<file path="src/rtl/board_pkg.sv">
// Shared types and constants for the board reset sequencer.
package board_pkg;

  // Sequencer states; the encoding is visible on state_dbg.
  typedef enum logic [2:0] {
    ST_CLKGEN_HOLD = 3'd0,
    ST_DEBOUNCE    = 3'd1,
    ST_WAIT_LOCK   = 3'd2,
    ST_RELEASE     = 3'd3,
    ST_RUN         = 3'd4
  } seq_state_e;

  // Default timing for a 50 MHz board clock.
  localparam int DEF_DEBOUNCE_CYCLES     = 50000;    // 1 ms
  localparam int DEF_CLKGEN_HOLD_CYCLES  = 5000;     // 100 us
  localparam int DEF_LOCK_TIMEOUT_CYCLES = 1000000;  // 20 ms
  localparam int DEF_STAGE_GAP_CYCLES    = 16;

  // Counter width able to hold max_cycles with one bit of headroom.
  function automatic int cnt_width(input int max_cycles);
    return $clog2(max_cycles) + 1;
  endfunction

  function automatic int max_int(input int a, input int b);
    return (a > b) ? a : b;
  endfunction

endpackage

</file>
<file path="src/rtl/reset_sync_bus.sv">
// Two-flop synchroniser for a bus of independent asynchronous bits.
module reset_sync_bus #(
  parameter int WIDTH = 1
) (
  input  logic             i_clk,
  input  logic             i_rst,
  input  logic [WIDTH-1:0] i_async,
  output logic [WIDTH-1:0] o_sync
);

  logic [WIDTH-1:0] r_meta;
  logic [WIDTH-1:0] r_sync;

  // Capture each bit into the clock domain through two flops.
  always_ff @(posedge i_clk or posedge i_rst) begin
    if (i_rst) begin
      r_meta <= '0;
      r_sync <= '0;
    end else begin
      r_meta <= i_async;
      r_sync <= r_meta;
    end
  end

  assign o_sync = r_sync;

endmodule

</file>
<file path="src/rtl/board_reset_sequencer.sv">
// Board reset sequencer: debounces reset requests, brings up the external
// clock generator, waits for PLL lock and releases domain resets in order.
module board_reset_sequencer
  import board_pkg::*;
#(
  parameter int                     NUM_SOURCES         = 3,
  parameter logic [NUM_SOURCES-1:0] SRC_ACTIVE_LOW      = 3'b011,
  parameter int                     NUM_OUTPUTS         = 4,
  parameter int                     DEBOUNCE_CYCLES     = DEF_DEBOUNCE_CYCLES,
  parameter int                     CLKGEN_HOLD_CYCLES  = DEF_CLKGEN_HOLD_CYCLES,
  parameter int                     LOCK_TIMEOUT_CYCLES = DEF_LOCK_TIMEOUT_CYCLES,
  parameter int                     STAGE_GAP_CYCLES    = DEF_STAGE_GAP_CYCLES
) (
  input  logic                   clk_clk,
  input  logic                   reset_reset,
  input  logic [NUM_SOURCES-1:0] src_reset_in,
  input  logic                   pll_locked,
  output logic                   clkgen_rst_n,
  output logic                   clkgen_oe_n,
  output logic [NUM_OUTPUTS-1:0] rst_out,
  output logic                   all_released,
  output logic [NUM_SOURCES-1:0] reset_cause,
  output logic                   lock_timeout,
  output logic                   lost_lock,
  output logic [2:0]             state_dbg
);

  localparam int MAX_CYCLES = max_int(max_int(DEBOUNCE_CYCLES, CLKGEN_HOLD_CYCLES),
                                      max_int(LOCK_TIMEOUT_CYCLES, STAGE_GAP_CYCLES));
  localparam int CNT_W = cnt_width(MAX_CYCLES);

  // Terminal counts: the counter holds the number of cycles already spent.
  localparam logic [CNT_W-1:0] HOLD_LAST = CNT_W'(CLKGEN_HOLD_CYCLES - 1);
  localparam logic [CNT_W-1:0] DEB_LAST  = CNT_W'(DEBOUNCE_CYCLES - 1);
  localparam logic [CNT_W-1:0] TO_LAST   = CNT_W'(LOCK_TIMEOUT_CYCLES - 1);
  localparam logic [CNT_W-1:0] GAP_LAST  = CNT_W'(STAGE_GAP_CYCLES - 1);

  logic [NUM_SOURCES-1:0] w_src_sync;
  logic [NUM_SOURCES-1:0] w_req;
  logic                   w_any_req;
  logic                   w_lock_sync;
  logic                   w_lock_fall;
  logic                   r_lock_prev;

  seq_state_e             r_state;
  seq_state_e             w_state_nxt;
  logic [CNT_W-1:0]       r_cnt;
  logic [CNT_W-1:0]       w_cnt_nxt;
  logic [CNT_W-1:0]       w_cnt_inc;

  logic                   r_clkgen_up;
  logic                   r_clkgen_rst_n;
  logic                   r_clkgen_oe_n;
  logic [NUM_OUTPUTS-1:0] r_rst_out;
  logic                   r_all_released;
  logic [NUM_SOURCES-1:0] r_reset_cause;
  logic                   r_lock_timeout;
  logic                   r_lost_lock;

  logic                   w_clkgen_up_nxt;
  logic                   w_clkgen_on_nxt;
  logic [NUM_OUTPUTS-1:0] w_rst_out_nxt;
  logic                   w_all_released_nxt;
  logic [NUM_SOURCES-1:0] w_reset_cause_nxt;
  logic                   w_lock_timeout_nxt;
  logic                   w_lost_lock_nxt;

  reset_sync_bus #(.WIDTH(NUM_SOURCES)) u_src_sync (
    .i_clk   (clk_clk),
    .i_rst   (reset_reset),
    .i_async (src_reset_in),
    .o_sync  (w_src_sync)
  );

  reset_sync_bus #(.WIDTH(1)) u_lock_sync (
    .i_clk   (clk_clk),
    .i_rst   (reset_reset),
    .i_async (pll_locked),
    .o_sync  (w_lock_sync)
  );

  // Requests are normalised to active-high after synchronisation.
  assign w_req       = w_src_sync ^ SRC_ACTIVE_LOW;
  assign w_any_req   = |w_req;
  assign w_lock_fall = r_lock_prev & ~w_lock_sync;
  assign w_cnt_inc   = (r_cnt == {CNT_W{1'b1}}) ? r_cnt : r_cnt + CNT_W'(1);

  // State register, shared cycle counter and lock history for edge detection.
  always_ff @(posedge clk_clk or posedge reset_reset) begin
    if (reset_reset) begin
      r_state     <= ST_CLKGEN_HOLD;
      r_cnt       <= '0;
      r_lock_prev <= 1'b0;
    end else begin
      r_state     <= w_state_nxt;
      r_cnt       <= w_cnt_nxt;
      r_lock_prev <= w_lock_sync;
    end
  end

  // Next-state logic; a new request outranks a lock loss in every state.
  always_comb begin
    w_state_nxt = r_state;
    w_cnt_nxt   = w_cnt_inc;
    case (r_state)
      ST_CLKGEN_HOLD: begin
        if (r_cnt == HOLD_LAST) begin
          w_state_nxt = ST_DEBOUNCE;
          w_cnt_nxt   = '0;
        end
      end
      ST_DEBOUNCE: begin
        if (w_any_req) begin
          w_cnt_nxt = '0;
        end else if (r_cnt == DEB_LAST) begin
          w_state_nxt = ST_WAIT_LOCK;
          w_cnt_nxt   = '0;
        end
      end
      ST_WAIT_LOCK: begin
        if (w_any_req) begin
          w_state_nxt = ST_DEBOUNCE;
          w_cnt_nxt   = '0;
        end else if (w_lock_sync) begin
          w_state_nxt = ST_RELEASE;
          w_cnt_nxt   = '0;
        end else if (r_cnt == TO_LAST) begin
          w_state_nxt = ST_CLKGEN_HOLD;
          w_cnt_nxt   = '0;
        end
      end
      ST_RELEASE: begin
        if (w_any_req) begin
          w_state_nxt = ST_DEBOUNCE;
          w_cnt_nxt   = '0;
        end else if (w_lock_fall) begin
          w_state_nxt = ST_WAIT_LOCK;
          w_cnt_nxt   = '0;
        end else if (r_rst_out == '0) begin
          w_state_nxt = ST_RUN;
          w_cnt_nxt   = '0;
        end else if (r_cnt == GAP_LAST) begin
          w_cnt_nxt = '0;
        end
      end
      ST_RUN: begin
        w_cnt_nxt = '0;
        if (w_any_req) begin
          w_state_nxt = ST_DEBOUNCE;
        end else if (w_lock_fall) begin
          w_state_nxt = ST_WAIT_LOCK;
        end
      end
      default: begin
        w_state_nxt = ST_CLKGEN_HOLD;
        w_cnt_nxt   = '0;
      end
    endcase
  end

  // Next output values, derived from the transition being taken.
  always_comb begin
    w_clkgen_up_nxt    = r_clkgen_up;
    w_reset_cause_nxt  = r_reset_cause;
    w_lock_timeout_nxt = r_lock_timeout;
    w_lost_lock_nxt    = r_lost_lock;
    if (r_state == ST_CLKGEN_HOLD && w_state_nxt == ST_DEBOUNCE) begin
      w_clkgen_up_nxt = 1'b1;
    end
    if (r_state != ST_CLKGEN_HOLD && w_state_nxt == ST_DEBOUNCE && w_any_req) begin
      w_reset_cause_nxt = w_req;
    end
    if (r_state == ST_WAIT_LOCK && w_state_nxt == ST_CLKGEN_HOLD) begin
      w_lock_timeout_nxt = 1'b1;
    end
    if ((r_state == ST_RELEASE || r_state == ST_RUN) && w_state_nxt == ST_WAIT_LOCK) begin
      w_lost_lock_nxt = 1'b1;
    end
    // Entry into RELEASE arrives with all ones, so one shift clears bit 0.
    case (w_state_nxt)
      ST_RELEASE: begin
        if (r_state != ST_RELEASE || r_cnt == GAP_LAST) begin
          w_rst_out_nxt = r_rst_out << 1;
        end else begin
          w_rst_out_nxt = r_rst_out;
        end
      end
      ST_RUN:  w_rst_out_nxt = '0;
      default: w_rst_out_nxt = '1;
    endcase
    w_clkgen_on_nxt    = w_clkgen_up_nxt && (w_state_nxt != ST_CLKGEN_HOLD);
    w_all_released_nxt = (w_state_nxt == ST_RUN);
  end

  // Registered pins so nothing toggles combinationally on the board.
  always_ff @(posedge clk_clk or posedge reset_reset) begin
    if (reset_reset) begin
      r_clkgen_up    <= 1'b0;
      r_clkgen_rst_n <= 1'b0;
      r_clkgen_oe_n  <= 1'b1;
      r_rst_out      <= '1;
      r_all_released <= 1'b0;
      r_reset_cause  <= '0;
      r_lock_timeout <= 1'b0;
      r_lost_lock    <= 1'b0;
    end else begin
      r_clkgen_up    <= w_clkgen_up_nxt;
      r_clkgen_rst_n <= w_clkgen_on_nxt;
      r_clkgen_oe_n  <= ~w_clkgen_on_nxt;
      r_rst_out      <= w_rst_out_nxt;
      r_all_released <= w_all_released_nxt;
      r_reset_cause  <= w_reset_cause_nxt;
      r_lock_timeout <= w_lock_timeout_nxt;
      r_lost_lock    <= w_lost_lock_nxt;
    end
  end

  assign clkgen_rst_n = r_clkgen_rst_n;
  assign clkgen_oe_n  = r_clkgen_oe_n;
  assign rst_out      = r_rst_out;
  assign all_released = r_all_released;
  assign reset_cause  = r_reset_cause;
  assign lock_timeout = r_lock_timeout;
  assign lost_lock    = r_lost_lock;
  assign state_dbg    = r_state;

endmodule

</file>
<file path="config.mk">
export PLATFORM = sky130hd
export DESIGN_NAME = board_reset_sequencer
export DESIGN_NICKNAME = d
export VERILOG_FILES = /design/src/rtl/board_pkg.sv /design/src/rtl/reset_sync_bus.sv /design/src/rtl/board_reset_sequencer.sv
export SDC_FILE = /design/constraint.sdc
export NUM_CORES = 1
export LEC_CHECK = 0
export CAP_MARGIN = 20
export CORE_ASPECT_RATIO = 0.6
export CORE_MARGIN = 2
export CORE_UTILIZATION = 57
export DETAILED_ROUTE_END_ITERATION = 16
export GPL_ROUTABILITY_DRIVEN = 0
export GPL_TIMING_DRIVEN = 0
export PLACE_DENSITY = 0.8
export SYNTH_ARGS = -nofsm -noshare
export SYNTH_HDL_FRONTEND = slang
export SYNTH_HIERARCHICAL = 1
export SYNTH_SLANG_ARGS = --single-unit
</file>
<file path="constraint.sdc">
create_clock -name clk_clk -period 2.4 [get_ports clk_clk]
set_input_delay 0.48 -clock clk_clk [delete_from_list [all_inputs] [get_ports clk_clk]]
set_output_delay 0.48 -clock clk_clk [all_outputs]
set_load 0.05 [all_outputs]
</file>
* Yosys cells after proc, flatten, opt, wreduce, memory -nomap -nowiden
Index checks and enable logic that the tools add are counted.
Word-level totals: register bits after elaboration 46, input port bits 6, output and inout bits 15, word-level logic and storage cells 76
Cells by class: add/subtract/negate cells 1, equality and inequality tests 15, mux-type cells 27, bitwise logic cells 4, reductions and logical operators 14
Operators with widths (number):
- two-way mux 21 bit | 11
- one-hot mux 21 bit (4 select lines) | 1
- two-way mux 3 bit | 11
- adder 21 x 1 -> 21 bit, second input constant | 1
- == test 21 x 13 -> 1 bit, second input constant | 1
- == test 21 x 16 -> 1 bit, second input constant | 1
- == test 21 x 20 -> 1 bit, second input constant | 1
- == test 21 bit, second input constant | 1
- == test 21 x 4 -> 1 bit, second input constant | 1
- one-hot mux 3 bit (5 select lines) | 1
- == test 3 x 2 -> 1 bit, second input constant | 4
- one-hot mux 4 bit (2 select lines) | 1
- == test 3 x 1 -> 1 bit, second input constant | 2
- == test 3 bit, second input constant | 2
- logical AND 1 bit | 6
- zero test 3 bit | 2
- nonzero test 3 bit | 2
- zero test 4 bit | 1
- two-way mux 4 bit | 1
- inequality test 3 x 2 -> 1 bit, second input constant | 1
- OR reduction 3 bit | 1
- logical OR 1 bit | 2
- inequality test 2 bit, second input constant | 1
- inverter 1 bit | 2
- 3 further kinds | 3

* Longest topological paths before layout
depth after elaboration 10, mapped depth 9, mapped depth without buffers 6

* By module
Netlist, hierarchy kept.
By module, submodules not included:
- board_reset_sequencer | instances 1, cells an instance 231, area each 2223.4 µm², sequential area each 957.2 µm²
- reset_sync_bus (u_src_sync) | instances 1, cells an instance 7, area each 153.9 µm², sequential area each 150.1 µm²
- reset_sync_bus (u_lock_sync) | instances 1, cells an instance 3, area each 53.8 µm², sequential area each 50.0 µm²

* Least setup slack after synthesis
Ideal clock, no wire load.
kind register -> register, start point reg r_state[0], in the netlist state_dbg[0], end point reg r_clkgen_rst_n, in the netlist clkgen_rst_n, library setup time 0.119 ns, arrival time 2.076 ns, required time 2.281 ns, slack 0.205 ns, stages on the path, launching flop included 7, path buffers 1, period minus slack after synthesis 2.195 ns, cell sequence dfrtp_1 > clkbuf_1 > or3b_2 > o21ai_0 > and3_1 > or4b_4 > o21a_1
Between the ends: elaborated cells between the ends (all ways) 22, classes of those cells eq/ne (5); mux (13); reduce/logical (4)
RTL lines:
- start: declaration | RTL line board_reset_sequencer.sv:45 | seq_state_e r_state;
- start signal: assignment | RTL line board_reset_sequencer.sv:95 | r_state <= w_state_nxt;
- == test 3 bit, or another cell as far along | RTL line board_reset_sequencer.sv:105 | case (r_state)
- one-hot mux 3 bit (5 select lines) * | RTL line board_reset_sequencer.sv:105
- named net w_state_nxt[2] | RTL line board_reset_sequencer.sv:46 | seq_state_e w_state_nxt;
- == test 3 x 1 -> 1 bit | RTL line board_reset_sequencer.sv:167 | if (r_state == ST_CLKGEN_HOLD && w_state_nxt == ST_DEBOUNCE) begin
- logical AND 1 bit | RTL line board_reset_sequencer.sv:167
- two-way mux 1 bit | RTL line board_reset_sequencer.sv:167
- logical AND 1 bit * | RTL line board_reset_sequencer.sv:191 | w_clkgen_on_nxt = w_clkgen_up_nxt && (w_state_nxt != ST_CLKGEN_HOLD);
- named net w_clkgen_on_nxt | RTL line board_reset_sequencer.sv:61 | logic w_clkgen_on_nxt;
- end signal: assignment | RTL line board_reset_sequencer.sv:208 | r_clkgen_rst_n <= w_clkgen_on_nxt;
- end: declaration | RTL line board_reset_sequencer.sv:52 | logic r_clkgen_rst_n;
Mark *: on every way through the listed nets, which the timed path passes. The rest lies on a longest branch. A chain may end at the register's enable or synchronous reset.

* Worst setup path in the final report
start point reg r_cnt[17], end point reg r_clkgen_rst_n, in the netlist clkgen_rst_n
Between the ends: word-level cells in the longest chain between the ends 9, elaborated cells between the ends (all ways) 15, classes of those cells eq/ne (4); mux (8); reduce/logical (3)
Ends and longest elaborated chain:
- start: declaration | RTL line board_reset_sequencer.sv:47 | logic [CNT_W-1:0] r_cnt;
- start signal: assignment | RTL line board_reset_sequencer.sv:96 | r_cnt <= w_cnt_nxt;
- == test 21 x 20 -> 1 bit | RTL line board_reset_sequencer.sv:127 | end else if (r_cnt == TO_LAST) begin
- two-way mux 3 bit | RTL line board_reset_sequencer.sv:127
- two-way mux 3 bit | RTL line board_reset_sequencer.sv:124 | end else if (w_lock_sync) begin
- two-way mux 3 bit | RTL line board_reset_sequencer.sv:121 | if (w_any_req) begin
- one-hot mux 3 bit (5 select lines) * | RTL line board_reset_sequencer.sv:105
- == test 3 x 1 -> 1 bit | RTL line board_reset_sequencer.sv:167
- logical AND 1 bit | RTL line board_reset_sequencer.sv:167
- two-way mux 1 bit | RTL line board_reset_sequencer.sv:167
- logical AND 1 bit * | RTL line board_reset_sequencer.sv:191
- named net w_clkgen_on_nxt | RTL line board_reset_sequencer.sv:61
Marks and branches as above.

==> run_summary.xml <==
<?xml version="1.0" encoding="UTF-8"?>
<metrics>
  <group name="outcome">
    <metric name="status" unit="">finished clean</metric>
  </group>
  <group name="die">
    <metric name="placement_rows" unit="">18</metric>
    <metric name="floorplan.initialDensity" unit="%">59.31</metric>
    <metric name="floorplan.die.height" unit="um">54.59</metric>
    <metric name="dieArea" unit="mm^2">0.004820</metric>
    <metric name="fp.dieW" unit="um">88.31</metric>
    <metric name="io_pins" unit="">21</metric>
    <metric name="floorplan_core_area" unit="mm^2">0.004099</metric>
  </group>
  <group name="finish">
    <metric name="mostFrequentLayoutCell" unit="">sky130_fd_sc_hd__dfrtp_1</metric>
    <metric name="layout_common_cells" unit="">40 x sky130_fd_sc_hd__dfrtp_1, 20 x sky130_fd_sc_hd__clkdlybuf4s50_1, 13 x sky130_fd_sc_hd__nand3_1, 13 x sky130_fd_sc_hd__a21oi_1, 11 x sky130_fd_sc_hd__a22oi_1</metric>
    <metric name="num-nets-final" unit="">274</metric>
    <metric name="area_growth_syn_to_layout" unit="%">16.73</metric>
    <metric name="fill_cells" unit="">341</metric>
    <metric name="share_of_layout_cells_above_drive_strength_1" unit="%">14.93</metric>
    <metric name="antennaDiodeCount" unit="">0</metric>
    <metric name="stdcell_count" unit="">328</metric>
    <metric name="finalCoreUtilization" unit="%">69.23</metric>
  </group>
  <group name="global_routing">
    <metric name="number_of_global_route_vias_before_repair" unit="">1763</metric>
    <metric name="grt_antenna_before_repair" unit="">0</metric>
    <metric name="grt_first_pass_wirelength" unit="mm">8.797</metric>
    <metric name="track_usage" unit="%">24.64</metric>
    <metric name="global_route.overflow_total" unit="">0</metric>
    <metric name="maximum_number_of_pins_on_one_net_before_global_route_repair" unit="">39</metric>
  </group>
  <group name="drt">
    <metric name="route.detailed.vias_per_inst" unit="">6.216</metric>
    <metric name="detailedRoute.firstPassIterationCount" unit="">4</metric>
    <metric name="wl_per_cell" unit="um">16.68</metric>
    <metric name="routed_wirelength" unit="mm">5.472</metric>
    <metric name="drtIter0Drc" unit="">216</metric>
    <metric name="route.antenna.remaining_nets" unit="">0</metric>
    <metric name="via_count_of_the_routed_design" unit="">2039</metric>
    <metric name="drcViolationCount" unit="">0</metric>
  </group>
  <group name="sta">
    <metric name="timing.final.max_slew_violations" unit="">0</metric>
    <metric name="post-route-worst-setup-slack" unit="ps">100.2</metric>
    <metric name="relSlewSlack" unit="%">48.66</metric>
    <metric name="finalCriticalPeriod" unit="ps">2300</metric>
    <metric name="finalHoldViolations" unit="">0</metric>
    <metric name="timing.fmax" unit="GHz">0.4348</metric>
    <metric name="maximum_clock_skew_at_final_layout" unit="ps">6.106</metric>
    <metric name="worst_pin_slew" unit="ps">768.9</metric>
    <metric name="post-route-period-util" unit="%">95.82</metric>
    <metric name="timing.final.setup_violations" unit="">0</metric>
    <metric name="rsz0062_at_grt" unit="">true</metric>
  </group>
  <group name="pwr">
    <metric name="power_density" unit="mW/mm^2">461.7</metric>
    <metric name="p_total" unit="mW">1.310</metric>
    <metric name="p_leak" unit="nW">1.192</metric>
    <metric name="irDropWorstVdd" unit="V">0.0003703</metric>
  </group>
  <group name="critical_path">
    <metric name="critPathRequiredTime" unit="ps">2600</metric>
    <metric name="critPathCapture" unit="">clkgen_rst_n</metric>
    <metric name="timing.critical_path.from_type" unit="">flop</metric>
    <metric name="cp_data_arrival_time" unit="ps">2500</metric>
    <metric name="timing.critical_path.to_type" unit="">flop</metric>
    <metric name="path_cells" unit="">or4_4 -&gt; nor3_4 -&gt; a21boi_2 -&gt; or4b_4 -&gt; o21a_1</metric>
    <metric name="timing.critical_path.fanout_max" unit="">6</metric>
    <metric name="worstSetupPathType" unit="">reg -&gt; reg</metric>
    <metric name="regToRegEndpoint" unit="">clkgen_rst_n</metric>
    <metric name="number_of_cells_on_the_worst_reg_to_reg_path" unit="">5</metric>
    <metric name="worst_path_max_delay_cell" unit="">sky130_fd_sc_hd__or4_4</metric>
    <metric name="r2r_setup_slack" unit="ps">100</metric>
    <metric name="slowest_delay" unit="ps">580</metric>
    <metric name="timing.critical_path.from" unit="">r_cnt[17]</metric>
    <metric name="critical_path.reg2reg.startpoint" unit="">r_cnt[17]</metric>
  </group>
  <group name="clock_network">
    <metric name="latest_clock_arrival_within_the_worst_skew_pair" unit="ps">310</metric>
    <metric name="clockBufferDepth" unit="">2</metric>
    <metric name="hold_fix_buffers_cts" unit="">0</metric>
    <metric name="clock-root-buffer" unit="">sky130_fd_sc_hd__clkbuf_8</metric>
    <metric name="numClockSinks" unit="">46</metric>
    <metric name="cts_post_setup_buffers_inserted" unit="">0</metric>
    <metric name="tritoncts_clock_tree" unit="">yes</metric>
    <metric name="cts.clk_slew.worst_paths" unit="ps">90</metric>
    <metric name="cts_htree_levels" unit="">2</metric>
    <metric name="tritoncts.num_buffers" unit="">5</metric>
  </group>
  <group name="logic_synthesis">
    <metric name="synthTopCellsByArea" unit="">sky130_fd_sc_hd__dfrtp_1 42%, sky130_fd_sc_hd__dfstp_2 5.4%, sky130_fd_sc_hd__a22oi_1 3.4%</metric>
    <metric name="yosysWarningCount" unit="">6</metric>
    <metric name="synth_cells" unit="">241</metric>
    <metric name="number_of_enable_flip_flop_cells_after_synthesis" unit="">0</metric>
    <metric name="postSynthAreaPerCell" unit="um^2">10.09</metric>
    <metric name="synth_top_area_share" unit="%">42.20</metric>
    <metric name="seq_area_frac_synth" unit="%">47.61</metric>
    <metric name="yosys_register_bits" unit="">46</metric>
    <metric name="yosys.area.top_type" unit="">sky130_fd_sc_hd__dfrtp_1</metric>
    <metric name="ys.flop_type" unit="">sky130_fd_sc_hd__dfrtp_1</metric>
    <metric name="post_syn_nets" unit="">248</metric>
    <metric name="synth-async-reset-ratio" unit="%">100.0</metric>
    <metric name="post_synth_instance_area" unit="mm^2">0.002431</metric>
    <metric name="distinct_cells_synth" unit="">59</metric>
  </group>
  <group name="min_path">
    <metric name="min-delay-path-class" unit="">reg -&gt; reg</metric>
  </group>
  <group name="placement">
    <metric name="portBuffers" unit="">20</metric>
    <metric name="placed_cells_incl_taps" unit="">321</metric>
    <metric name="sum_of_net_half_perimeters_after_detailed_placement" unit="mm">4.033</metric>
    <metric name="pre_cts_setup_slack" unit="ps">-140.7</metric>
  </group>
  <group name="flow_run">
    <metric name="timing.max_cap.violations" unit="">0</metric>
  </group>
</metrics>
## cell type report
class	instances	area [um^2]	area share [%]
Clock inverter	3	25.02	0.8818
Multi-Input combinational cell	172	1206	42.50
Sequential cell	46	1159	40.83
Timing Repair Buffer	20	200.2	7.055
Buffer	11	62.56	2.205
Tap cell	60	75.07	2.646
Inverter	11	41.29	1.455
Clock buffer	5	68.82	2.425
## cell usage after synthesis, types with 2 or more instances
cell / number
sky130_fd_sc_hd__nand3b_1: 3
sky130_fd_sc_hd__clkbuf_1: 6
sky130_fd_sc_hd__nor4_1: 2
sky130_fd_sc_hd__and3_1: 8
sky130_fd_sc_hd__xnor2_1: 5
sky130_fd_sc_hd__buf_2: 4
sky130_fd_sc_hd__o31ai_1: 4
sky130_fd_sc_hd__a311oi_1: 3
sky130_fd_sc_hd__nand2_1: 10
sky130_fd_sc_hd__a22oi_1: 11
sky130_fd_sc_hd__or2_2: 2
sky130_fd_sc_hd__nand3_1: 14
sky130_fd_sc_hd__o21ai_1: 3
sky130_fd_sc_hd__nor2b_1: 2
sky130_fd_sc_hd__a211oi_1: 6
sky130_fd_sc_hd__inv_1: 11
sky130_fd_sc_hd__dfrtp_1: 41
sky130_fd_sc_hd__a21oi_1: 13
sky130_fd_sc_hd__nand2b_1: 5
sky130_fd_sc_hd__o211ai_1: 2
sky130_fd_sc_hd__mux2i_1: 3
sky130_fd_sc_hd__or4_1: 5
sky130_fd_sc_hd__or3_1: 9
sky130_fd_sc_hd__o21a_1: 2
sky130_fd_sc_hd__dfstp_2: 5
sky130_fd_sc_hd__nor3_1: 5
sky130_fd_sc_hd__nor2_1: 6
sky130_fd_sc_hd__a2111oi_0: 2
sky130_fd_sc_hd__nand4_1: 6
sky130_fd_sc_hd__a31oi_1: 2
sky130_fd_sc_hd__a2bb2oi_1: 4
sky130_fd_sc_hd__o21ai_0: 10
## worst min-delay path by stage
stage | cells after the start | to | start | slack [ps]
global placement | 0 | u_lock_sync/o_sync | u_lock_sync/r_meta | 330
detailed placement | 0 | u_src_sync/o_sync[0] | u_src_sync/r_meta[0] | 340
global route | 0 | u_lock_sync/o_sync | u_lock_sync/r_meta | 360
floorplan | 1 | u_lock_sync/o_sync | reset_reset | 220
finish | 0 | u_src_sync/o_sync[0] | u_src_sync/r_meta[0] | 350
CTS | 0 | u_src_sync/o_sync[0] | u_src_sync/r_meta[0] | 360
## critical path: cells and delay by family (launching register included)
family	cells	cell delay (ps)
flops	1	440
simple gates	3	1430
compound gates	2	310
## cell families (layout without fill, tap and decap cells)
kind of cell	Yosys count	count (layout)	share of synthesized area, %
AOI/OAI and AO/OA	70	70	19.97
xor gates and xnor gates	6	6	2.162
adders and majority gates	1	1	0.5146
buffers and inverters	23	50	4.220
DFF	46	46	47.61
muxes	4	4	1.698
and+or+nand+nor	91	91	23.83
## metrics by stage
step	setup TNS (ps)	area, um^2	hold slack [ps]
3_5_place_dp	-877.8	2706	336.3
6_report	0	2838	354.7
3_3_place_gp	-169.6	2706	331.6
5_1_grt	-36.65	2838	364.6
2_1_floorplan	0	2431	221.2
4_1_cts	0	2816	356.7
## sequential cells by signal, summed over array words and instances, names as in the netlist
signal	flops
r_clkgen_up	1
clkgen_oe_n	1
u_lock_sync/r_meta	1
u_lock_sync/o_sync	1
lock_timeout	1
r_cnt	21
u_src_sync/o_sync	3
all_released	1
clkgen_rst_n	1
lost_lock	1
reset_cause	3
state_dbg	3
u_src_sync/r_meta	3
rst_out	4
r_lock_prev	1
## where the power goes
part	total, mW	internal (mW)	switching [mW]
Sequential	0.787	0.782	0.00427
Combinational	0.0311	0.0106	0.0205
Clock	0.492	0.210	0.282
## what timing repair did
action	in CTS	in global routing
endpoints found under the setup margin	10	26
cloned	0	0
resized for setup	3	8
pin swaps	0	1
## routing by layer
metal | vias up | share of wire [%] | GRT usage [%]
li1 | 970 | - | -
met1 | 990 | 51 | 40.31
met2 | 71 | 40 | 32.08
met3 | 8 | 8.2 | 5.581
met4 | 0 | 0.93 | 5.808
met5 | - | 0 | 0
No activity file was read; power rests on OpenSTA's default activity.
